<file path="src/rtl/beep_seq_if.sv">
// Note-push handshake for beep_seq.
//   in_valid : note offered by the producer
//   in_ready : sequencer FIFO can accept a note
//   in_half  : half-period in clock cycles (0 = rest)
//   in_dur   : note length in clock cycles (0 plays as 1)
// master = game control logic (producer), slave = beep_seq.
interface beep_seq_if #(
  parameter int unsigned HP_W  = 16,
  parameter int unsigned DUR_W = 24
);
  logic             in_valid;
  logic             in_ready;
  logic [HP_W-1:0]  in_half;
  logic [DUR_W-1:0] in_dur;

  modport master (output in_valid, output in_half, output in_dur, input in_ready);
  modport slave  (input in_valid, input in_half, input in_dur, output in_ready);
endinterface

</file>
<file path="src/rtl/beep_seq.sv">
// Buzzer sequencer: queues notes (half-period, duration) in a small FIFO and
// plays them back-to-back as a square wave on beep.
//   clk, rst : clock, synchronous active-high reset
//   in_bus   : note push handshake (in_valid/in_ready/in_half/in_dur)
//   mute     : forces beep low without disturbing timing
//   flush    : empties the FIFO and aborts the current note
//   beep     : buzzer drive
//   busy     : high while a note is playing
//   level    : current FIFO occupancy
module beep_seq #(
  parameter int unsigned HP_W  = 16,
  parameter int unsigned DUR_W = 24,
  parameter int unsigned DEPTH = 4
) (
  input  logic                     clk,
  input  logic                     rst,
  beep_seq_if.slave                in_bus,
  input  logic                     mute,
  input  logic                     flush,
  output logic                     beep,
  output logic                     busy,
  output logic [$clog2(DEPTH):0]   level
);

  localparam int unsigned AW = $clog2(DEPTH);
  localparam int unsigned LW = AW + 1;
  localparam logic [LW-1:0] FULL = LW'(DEPTH);

  typedef enum logic {IDLE, PLAY} state_t;

  state_t           state;
  logic [HP_W-1:0]  half_mem [DEPTH];
  logic [DUR_W-1:0] dur_mem  [DEPTH];
  logic [AW-1:0]    wr_ptr;
  logic [AW-1:0]    rd_ptr;
  logic [HP_W-1:0]  cur_half;
  logic [DUR_W-1:0] cur_dur;
  logic [HP_W-1:0]  tone_cnt;
  logic [DUR_W-1:0] dur_cnt;
  logic             phase;

  logic             push;
  logic             pop;
  logic             end_note;
  logic [HP_W-1:0]  head_half;
  logic [DUR_W-1:0] head_dur;

  assign in_bus.in_ready = !rst && !flush && (level < FULL);
  assign busy = (state == PLAY);
  assign beep = phase && !mute;

  always_comb begin
    push      = in_bus.in_valid && in_bus.in_ready;
    end_note  = (state == PLAY) && (dur_cnt == cur_dur - DUR_W'(1));
    pop       = !flush && (level != '0) && ((state == IDLE) || end_note);
    head_half = half_mem[rd_ptr];
    head_dur  = dur_mem[rd_ptr];
    if (head_dur == '0) head_dur = DUR_W'(1);
  end

  // Note storage carries no reset; occupancy is tracked by level/pointers.
  always_ff @(posedge clk) begin
    if (push) begin
      half_mem[wr_ptr] <= in_bus.in_half;
      dur_mem[wr_ptr]  <= in_bus.in_dur;
    end
  end

  always_ff @(posedge clk) begin
    if (rst || flush) begin
      state    <= IDLE;
      wr_ptr   <= '0;
      rd_ptr   <= '0;
      level    <= '0;
      cur_half <= '0;
      cur_dur  <= '0;
      tone_cnt <= '0;
      dur_cnt  <= '0;
      phase    <= 1'b0;
    end else begin
      if (push) wr_ptr <= wr_ptr + AW'(1);
      if (pop)  rd_ptr <= rd_ptr + AW'(1);
      case ({push, pop})
        2'b10:   level <= level + LW'(1);
        2'b01:   level <= level - LW'(1);
        default: level <= level;
      endcase

      if (pop) begin
        // Loading also covers the gapless end-of-note reload. A rest starts
        // (and stays) silent, so its phase is loaded as 0 rather than 1.
        state    <= PLAY;
        cur_half <= head_half;
        cur_dur  <= head_dur;
        tone_cnt <= '0;
        dur_cnt  <= '0;
        phase    <= (head_half != '0);
      end else if (end_note) begin
        state    <= IDLE;
        tone_cnt <= '0;
        dur_cnt  <= '0;
        phase    <= 1'b0;
      end else if (state == PLAY) begin
        dur_cnt <= dur_cnt + DUR_W'(1);
        if (cur_half != '0) begin
          if (tone_cnt == cur_half - HP_W'(1)) begin
            phase    <= !phase;
            tone_cnt <= '0;
          end else begin
            tone_cnt <= tone_cnt + HP_W'(1);
          end
        end else begin
          phase <= 1'b0;
        end
      end else begin
        phase <= 1'b0;
      end
    end
  end

endmodule
</file>
<file path="src/flat_wrapper.sv">
// flat-port wrapper written by rule: the top's interface ports become plain ports
module beep_seq_flat 
#(
  parameter int unsigned HP_W  = 16,
  parameter int unsigned DUR_W = 24,
  parameter int unsigned DEPTH = 4
)
  (clk, rst, mute, flush, beep, busy, level, in_bus_in_valid, in_bus_in_half, in_bus_in_dur, in_bus_in_ready);
  beep_seq_if #(.HP_W(HP_W), .DUR_W(DUR_W)) in_bus_i ();
  input  logic clk;
  input  logic rst;
  input  logic mute;
  input  logic flush;
  output logic beep;
  output logic busy;
  output logic [$clog2(DEPTH):0] level;
  input wire logic [$bits(in_bus_i.in_valid)-1:0] in_bus_in_valid;
  input wire logic [$bits(in_bus_i.in_half)-1:0] in_bus_in_half;
  input wire logic [$bits(in_bus_i.in_dur)-1:0] in_bus_in_dur;
  output wire logic [$bits(in_bus_i.in_ready)-1:0] in_bus_in_ready;
  assign in_bus_i.in_valid = in_bus_in_valid;
  assign in_bus_i.in_half = in_bus_in_half;
  assign in_bus_i.in_dur = in_bus_in_dur;
  assign in_bus_in_ready = in_bus_i.in_ready;
  beep_seq #(.HP_W(HP_W), .DUR_W(DUR_W), .DEPTH(DEPTH)) u_core (.clk(clk), .rst(rst), .in_bus(in_bus_i), .mute(mute), .flush(flush), .beep(beep), .busy(busy), .level(level));
endmodule
</file>
<file path="config.mk">
export PLATFORM = sky130hd
export DESIGN_NAME = beep_seq_flat
export DESIGN_NICKNAME = d
export VERILOG_FILES = /design/src/rtl/beep_seq_if.sv /design/src/rtl/beep_seq.sv /design/src/flat_wrapper.sv
export SDC_FILE = /design/constraint.sdc
export NUM_CORES = 1
export LEC_CHECK = 0
export CORE_UTILIZATION = 45
export DETAILED_ROUTE_END_ITERATION = 8
export MAX_ROUTING_LAYER = met4
export SYNTH_ARGS = -nofsm -noshare
export SYNTH_HDL_FRONTEND = slang
export SYNTH_SLANG_ARGS = --single-unit
export TNS_END_PERCENT = 10
</file>
<file path="constraint.sdc">
create_clock -name clk -period 5.48 [get_ports clk]
set_input_delay 0.548 -clock clk [delete_from_list [all_inputs] [get_ports clk]]
set_output_delay 0.548 -clock clk [all_outputs]
set_load 0.02 [all_outputs]
</file>
==> results of run 1 <==
[stage by stage]
stage	util	instance area [um^2]
after floorplan	-	11400
after global placement	0.486	11900
after detailed placement	0.486	11900
after CTS	0.525	12900
after global routing	0.525	12900
final	0.525	12900
[synth_stat cells, types with 17 or more instances]
master / instances
inv_1: 19
nor4_1: 20
o21ai_0: 49
nor2_1: 55
and3_1: 17
edfxtp_1: 160
nand3_1: 59
mux4_1: 24
dfxtp_1: 91
nand2_1: 26
xor2_1: 37
xnor2_1: 50
a21oi_1: 56
nor3_1: 31
[worst reg2reg max path: stages, from the launching register on]
cell     delay [ns]
dfxtp_1        0.36
inv_1          0.08
ha_1           0.16
nor3b_1        0.76
nand4_1        0.43
or4_1          0.53
a31oi_1        0.20
a21oi_1        0.17
o41a_4         0.49
nor2_1         0.28
ha_1           0.27
fa_1           0.20
xnor2_1        0.08
or3_1          0.30
a21oi_1        0.13
[power groups by stage]
stage                     clock, mW  sequential, mW  combinational [mW]
after global placement            0            2.07               0.138
after floorplan                   0            2.07              0.0808
after global routing           2.05            2.03               0.152
after CTS                      1.98            2.03               0.140
after detailed placement          0            2.07               0.140
final                          1.94            2.03               0.139
[state kept, by name, summed over array words and instances (netlist names), named ones only]
register,flops
u_core.dur_mem,96
u_core.half_mem,64
u_core.cur_dur,24
u_core.dur_cnt,24
u_core.cur_half,16
u_core.tone_cnt,16
u_core.level,3
u_core.rd_ptr,2
u_core.wr_ptr,2
u_core.busy,1
u_core.phase,1
[layout make-up]
cell class                 instances  area (um^2)  area share
clock buffer                      32          694      0.0539
multi-input combinational        551         4250       0.330
clock inverter                    16          256      0.0199
inverter                          19         71.3     0.00554
timing repair buffer              60          576      0.0447
sequential                       251         6630       0.515
tap                              324          405      0.0315
[cells by family (layout without fill, tap and decap cells)]
family | Yosys count | count (layout)
adders and majority gates | 11 | 11
AOI/OAI and AO/OA | 143 | 143
and+or+nand+nor | 264 | 264
buffers and inverters | 61 | 127
DFF | 251 | 251
xor gates and xnor gates | 88 | 88
muxes | 45 | 45
[worst min-delay path by stage]
| stage | start | end | slack [ns] |
|---|---|---|---|
| final | u_core.tone_cnt[1]$_SDFFE_PP0P_ | u_core.tone_cnt[1]$_SDFFE_PP0P_ | 0.51 |
| after global routing | u_core.rd_ptr[0]$_SDFFE_PP0N_ | u_core.rd_ptr[1]$_SDFFE_PP0N_ | 0.53 |
| after CTS | u_core.rd_ptr[0]$_SDFFE_PP0N_ | u_core.rd_ptr[1]$_SDFFE_PP0N_ | 0.51 |
| after detailed placement | u_core.rd_ptr[0]$_SDFFE_PP0N_ | flop | 0.49 |
| after global placement | u_core.rd_ptr[1]$_SDFFE_PP0N_ | u_core.rd_ptr[1]$_SDFFE_PP0N_ | 0.48 |
| after floorplan | u_core.rd_ptr[1]$_SDFFE_PP0N_ | flop | 0.46 |
[routing by layer]
layer / wire length, um / part of all wire / track usage
met1: 10900 / 0.48 / 0.255
met2: 10300 / 0.46 / 0.277
met3: 957 / 0.042 / 0.0315
met4: 387 / 0.017 / 0.0497
met5: 0 / 0 / -
==> impl_results.md, run 1 <==
- Vias: 6969
- Clk buf depth: 3
- Post-synth ARST share: 0
- Number of synthesis warnings: 0
- Total power: between 4 and 5 mW
- Critical path class: reg2reg
- #FFs+latches synth: 251
- Net Sw Frac: 0.194
- Vias in the first global route: 6874
- Final wirelength: around 23000 um
- Setup TNS: 0 ns
- Syn Area/Cell: roughly 13 um^2
- Reg2reg start: u_core.cur_dur[0]$_SDFFE_PP0N_
- Worst Path Required: 5.93 ns
- Final period util: 0.821
- Post-Place Setup Slack: 1.03 ns
- Worst Path Buf+Inv: 1
- Commonest non-fill, non-tap cells in the layout: edfxtp_1, dfxtp_1, nand3_1, a21oi_1, nor2_1
- Synth Flop Type: edfxtp_1
- Row Count: 57
- Area leader, netlist: edfxtp_1
- Top-area cell type share of the netlist area: 0.423
- H-tree depth: 1
- Hold path cells: 2
- Core ar.: 24500 um^2
- Area Overhead vs Synth: 13.4%
- Die X: 161 um
- Peak supply drop: approximately 0.27 mV
- Hpwl dp: 14900 um
- N_diodes: 0
- Crit start category: flop
- EDFF count, synth: 160
- CP Depth: 14
- Reg2reg setup slack: 0.98 ns
- DRC viols: 0
- Leakage power: 4.17 nW
- Routability cong.: 0.860
- Clock Power Share: 0.472
- Share of layout cells above drive strength 1: 0.0926
- Final Hold Fails: 0
- RSZ-0062 raised after global routing: no
- Crit-path cells: inv_1, ha_1, nor3b_1, nand4_1, or4_1, a31oi_1, a21oi_1, o41a_4, nor2_1, ha_1, fa_1, xnor2_1, or3_1, a21oi_1
- Internal power: 3.31 mW
- Syn nets: just over 900
- Status: finished clean
- Nature of the critical path endpoint: flop
- I/O pin count: 51
- Crit path max-delay cell type: nor3b_1
- Netlist cell types: 70
- CP max stage delay: 0.76 ns
- Final Slew Violations: 0
- Grt total ovfl: 0
- NetSw: 796 uW
- Crit path launch: u_core.cur_dur[0]$_SDFFE_PP0N_
- Max-cap violations: 0
- Clk_skew: around 0.017 ns
- Maximum number of pins on one net before global-route repair: between 50 and 60
- Synth Instances: 863
- Flop pwr share: 0.494
- Sequential area share after synthesis: 0.583
- Post-synthesis cell area: 11400 um^2
- Relative slew slack: 0.303
- Worst flop-to-flop path endpoint: u_core.level[2]$_SDFFE_PP0P_
- Final setup violation count: 0
- Die Y: roughly 160 um
- Overall routing resource usage: 0.183
- Worst R2R Path Depth: 14
- CTS Hold Bufs: 0
- Buffers on Ports: 50
- Largest family of logic cells by synthesized area: simple AND/OR/NAND/NOR gates
- Initial antenna violation count: 0
- Most common cell after layout, fill and taps aside: edfxtp_1
- Via/cell ratio: 5.56
- Worst-margin pin slew: ~1.0 ns
- CP Data Arrival Time: between 4 and 5 ns
- Fin nets: 966
- Number of setup buffers added after CTS: 0
- Initial Util: 0.463
- Fillers: 2137
- Total CTS buffers: 27
- Fmax: 222 MHz
- Placed insts: 1205
- First-pass GRT wire length: 36600 um
- Hold crit path type: reg2reg
- Clock latency on the worst-skew pair: 0.53 ns
- Synth area leaders: edfxtp_1, dfxtp_1, mux4_1, xnor2_1, mux4_2
- Routed len/inst: 18.0 um
- Clk sinks: 251
- Tmin final: 4.50 ns
- Simple-gate share of the synthesized area: 0.122
- TritonCTS clock tree: built
- Pwr/cell area: 319 nW/um^2
- Post-Synth Adder-Cell Area: 0.0128
- CTS resizes: 0
- Clock transition at the registers of the reported paths: 0.06 ns
- Synth Area in XOR/XNOR: 0.0692
- Logic pwr share: 0.034
- Min Hold Slack: between 0.5 and 0.6 ns
- Crit path max fanout: 8
- Fin cells: 1253
- Setup ws final: roughly 0.98 ns
- Initial DRT Pass Iterations: 4
- Antenna Violating Nets Remaining: 0
- Cell family with most CP delay: simple AND/OR/NAND/NOR gates
- Die area: 25900 um^2
- CP Capture Point: u_core.level[2]$_SDFFE_PP0P_
- Mux cell area share after synthesis: 0.0918
- Root Buffer: clkbuf_16
- Initial DRC count: 425
- Area fraction in compound gates after synthesis: 0.0780
Power figures use the tool's default switching activity.
==> inputs of run 2 (changes only) <==
Clock period 5.48 ns to 3.74 ns, I/O delays scaled along.
==> run 2 against run 1 <==
  * Design area is 3.2% higher
  * Largest cell class unchanged
  * Die area is the same
  * Sequential power grew 46%
  * Sequential cell count is the same
  * Clock skew fell by 0.00085 ns
  * Via count up 2.0%
  * Critical path depth is 2 lower
  * Sequential share of layout area down 1.6 points
  * Highest routed layer unchanged
  * The flow now finishes with violations (setup timing)
  * Clock power grew 36%
==> impl_results.md, run 2 (synthesized netlist as in run 1, its figures left out) <==
- Vias: 7110
- Total CTS buffers: 26
- Relative slew slack: 0.509
- Fmax: 258 MHz
- CTS Hold Bufs: 0
- Met3 GRT Util: 0.0282
- Clk buf depth: 3
- Final Hold Fails: 0
- Leakage power: 4.42 nW
- Clock latency on the worst-skew pair: 0.52 ns
- Share of layout cells above drive strength 1: 0.145
- First-pass GRT wire length: 37600 um
- Largest register FFs: 96
- Via/cell ratio: 5.46
- CP Data Arrival Time: 4.34 ns
- Maximum number of pins on one net before global-route repair: 51
- Global Route met1 Usage: 0.267
- Crit start category: flop
- Tmin final: 3.88 ns
- Final Slew Violations: 0
- Vias in the first global route: 7004
- Placed Area: 12400 um^2
- Met2 global-route usage: 0.286
- Initial antenna violation count: 0
- Critical path class: reg2reg
- Final core occ: 0.542
- Die area: 25900 um^2
- Clk_skew: about 0.016 ns
- Hold crit path type: in2reg
- RSZ-0062 raised after global routing: yes
- Most flops, register: u_core.dur_mem
- Failing checks: setup timing
- DRC viols: 0
- Most frequent CP cell: or4_4
- Clock transition at the registers of the reported paths: 0.07 ns
- Hpwl dp: 15400 um
- Row Count: 57
- Status: finished, violations left
- Initial Util: 0.463
- Nature of the critical path endpoint: flop
- Commonest non-fill, non-tap cells in the layout: edfxtp_1, dfxtp_1, nand3_1, a21oi_1
- Fin area: 13300 um^2
- H-tree depth: 1
- Root Buffer: clkbuf_16
- Setup ws final: -0.143 ns
- Busiest grt layer: met2
- Routability cong.: around 0.93
- Worst-margin pin slew: 0.726 ns
- Grt total ovfl: 0
- Crit-path cells: or4_4, or3_4, a221o_1, or4_1, or4_4, o41a_4, nor2_4, ha_4, fa_2, xnor2_1, or3_1, a21oi_1
- Crit path max-delay cell type: or4_4
- Worst Path Required: 4.20 ns
- Overall routing resource usage: 0.188
- CP max stage delay: around 0.54 ns
- Cell family with most CP delay: simple AND/OR/NAND/NOR gates
- Area Overhead vs Synth: 17.0%
- Initial DRC count: 404
- Fin nets: approximately 1000
- Die Y: 161 um
- Final wirelength: approximately 23000 um
- Clk sinks: 251
- TritonCTS clock tree: built
- Routed len/inst: 17.6 um
- Peak supply drop: 0.409 mV
- Core ar.: 24500 um^2
- Initial DRT Pass Iterations: 4
- Die X: approximately 160 um
- Most common cell after layout, fill and taps aside: edfxtp_1
- Fillers: around 2100
- Max-cap violations: 0
- Buffers on Ports: 50
- Final setup violation count: 2
- Largest regs: u_core.dur_mem (96), u_core.half_mem (64)
- Final period util: 1.04
- Crit path max fanout: 4
- N_diodes: 0
- Pwr/cell area: between 400 and 500 nW/um^2
- I/O pin count: 51
- Worst Path Buf+Inv: 0
- Antenna Violating Nets Remaining: 0
[run 2: stage by stage]
stage	std cells	setup WS [ns]	power, mW	setup TNS (ns)	hold slack (ns)
after global placement	1253	-0.0960	3.26	-0.141	0.478
final	1302	-0.143	5.84	-0.231	0.475
after CTS	1301	-0.115	5.91	-0.178	0.454
after floorplan	863	-0.111	3.15	-0.179	0.455
after global routing	1302	-0.318	6.06	-4.34	0.477
after detailed placement	1253	-0.220	3.26	-1.14	0.469
[run 2: path summary, 6_finish.rpt]
kind | from | end | slack [ns] | depth (start not counted)
setup / recovery | u_core.cur_dur[0]$_SDFFE_PP0N_ | u_core.level[2]$_SDFFE_PP0P_ | -0.14 | 12
hold / removal | in_bus_in_half[7] | u_core.half_mem[0][7]$_DFFE_PP_ | 0.47 | 1
setup reg to reg | u_core.cur_dur[0]$_SDFFE_PP0N_ | u_core.level[2]$_SDFFE_PP0P_ | -0.14 | 12
hold reg to reg | u_core.rd_ptr[1]$_SDFFE_PP0N_ | flop | 0.48 | 2
[run 2: cell type report]
type                       instances  area (um^2)  share of cell area
tap                              324          405              0.0305
inverter                          19         71.3             0.00536
multi-input combinational        551         4290               0.322
clock buffer                      35          726              0.0546
timing repair buffer             110         1020              0.0765
sequential                       251         6630               0.499
clock inverter                    12          159              0.0120
[run 2: repair_timing]
| action | CTS | global route |
|---|---|---|
| endpoints found under the setup margin | 39 | 42 |
| cloned | 0 | 0 |
| pin swaps | 2 | 1 |
| resized for setup | 6 | 3 |
| buffers inserted | 1 | 1 |
[run 2: per-layer routing]
layer  vias up  share of wire
met5         -              0
met4         0          0.016
met3        24          0.038
met2       130           0.46
met1      3452           0.49
li1       3504              -
[run 2: power by group]
| group | switching (mW) | internal [mW] |
|---|---|---|
| clock network | 1.01 | 1.63 |
| logic | 0.122 | 0.110 |
| registers | 0.00811 | 2.96 |
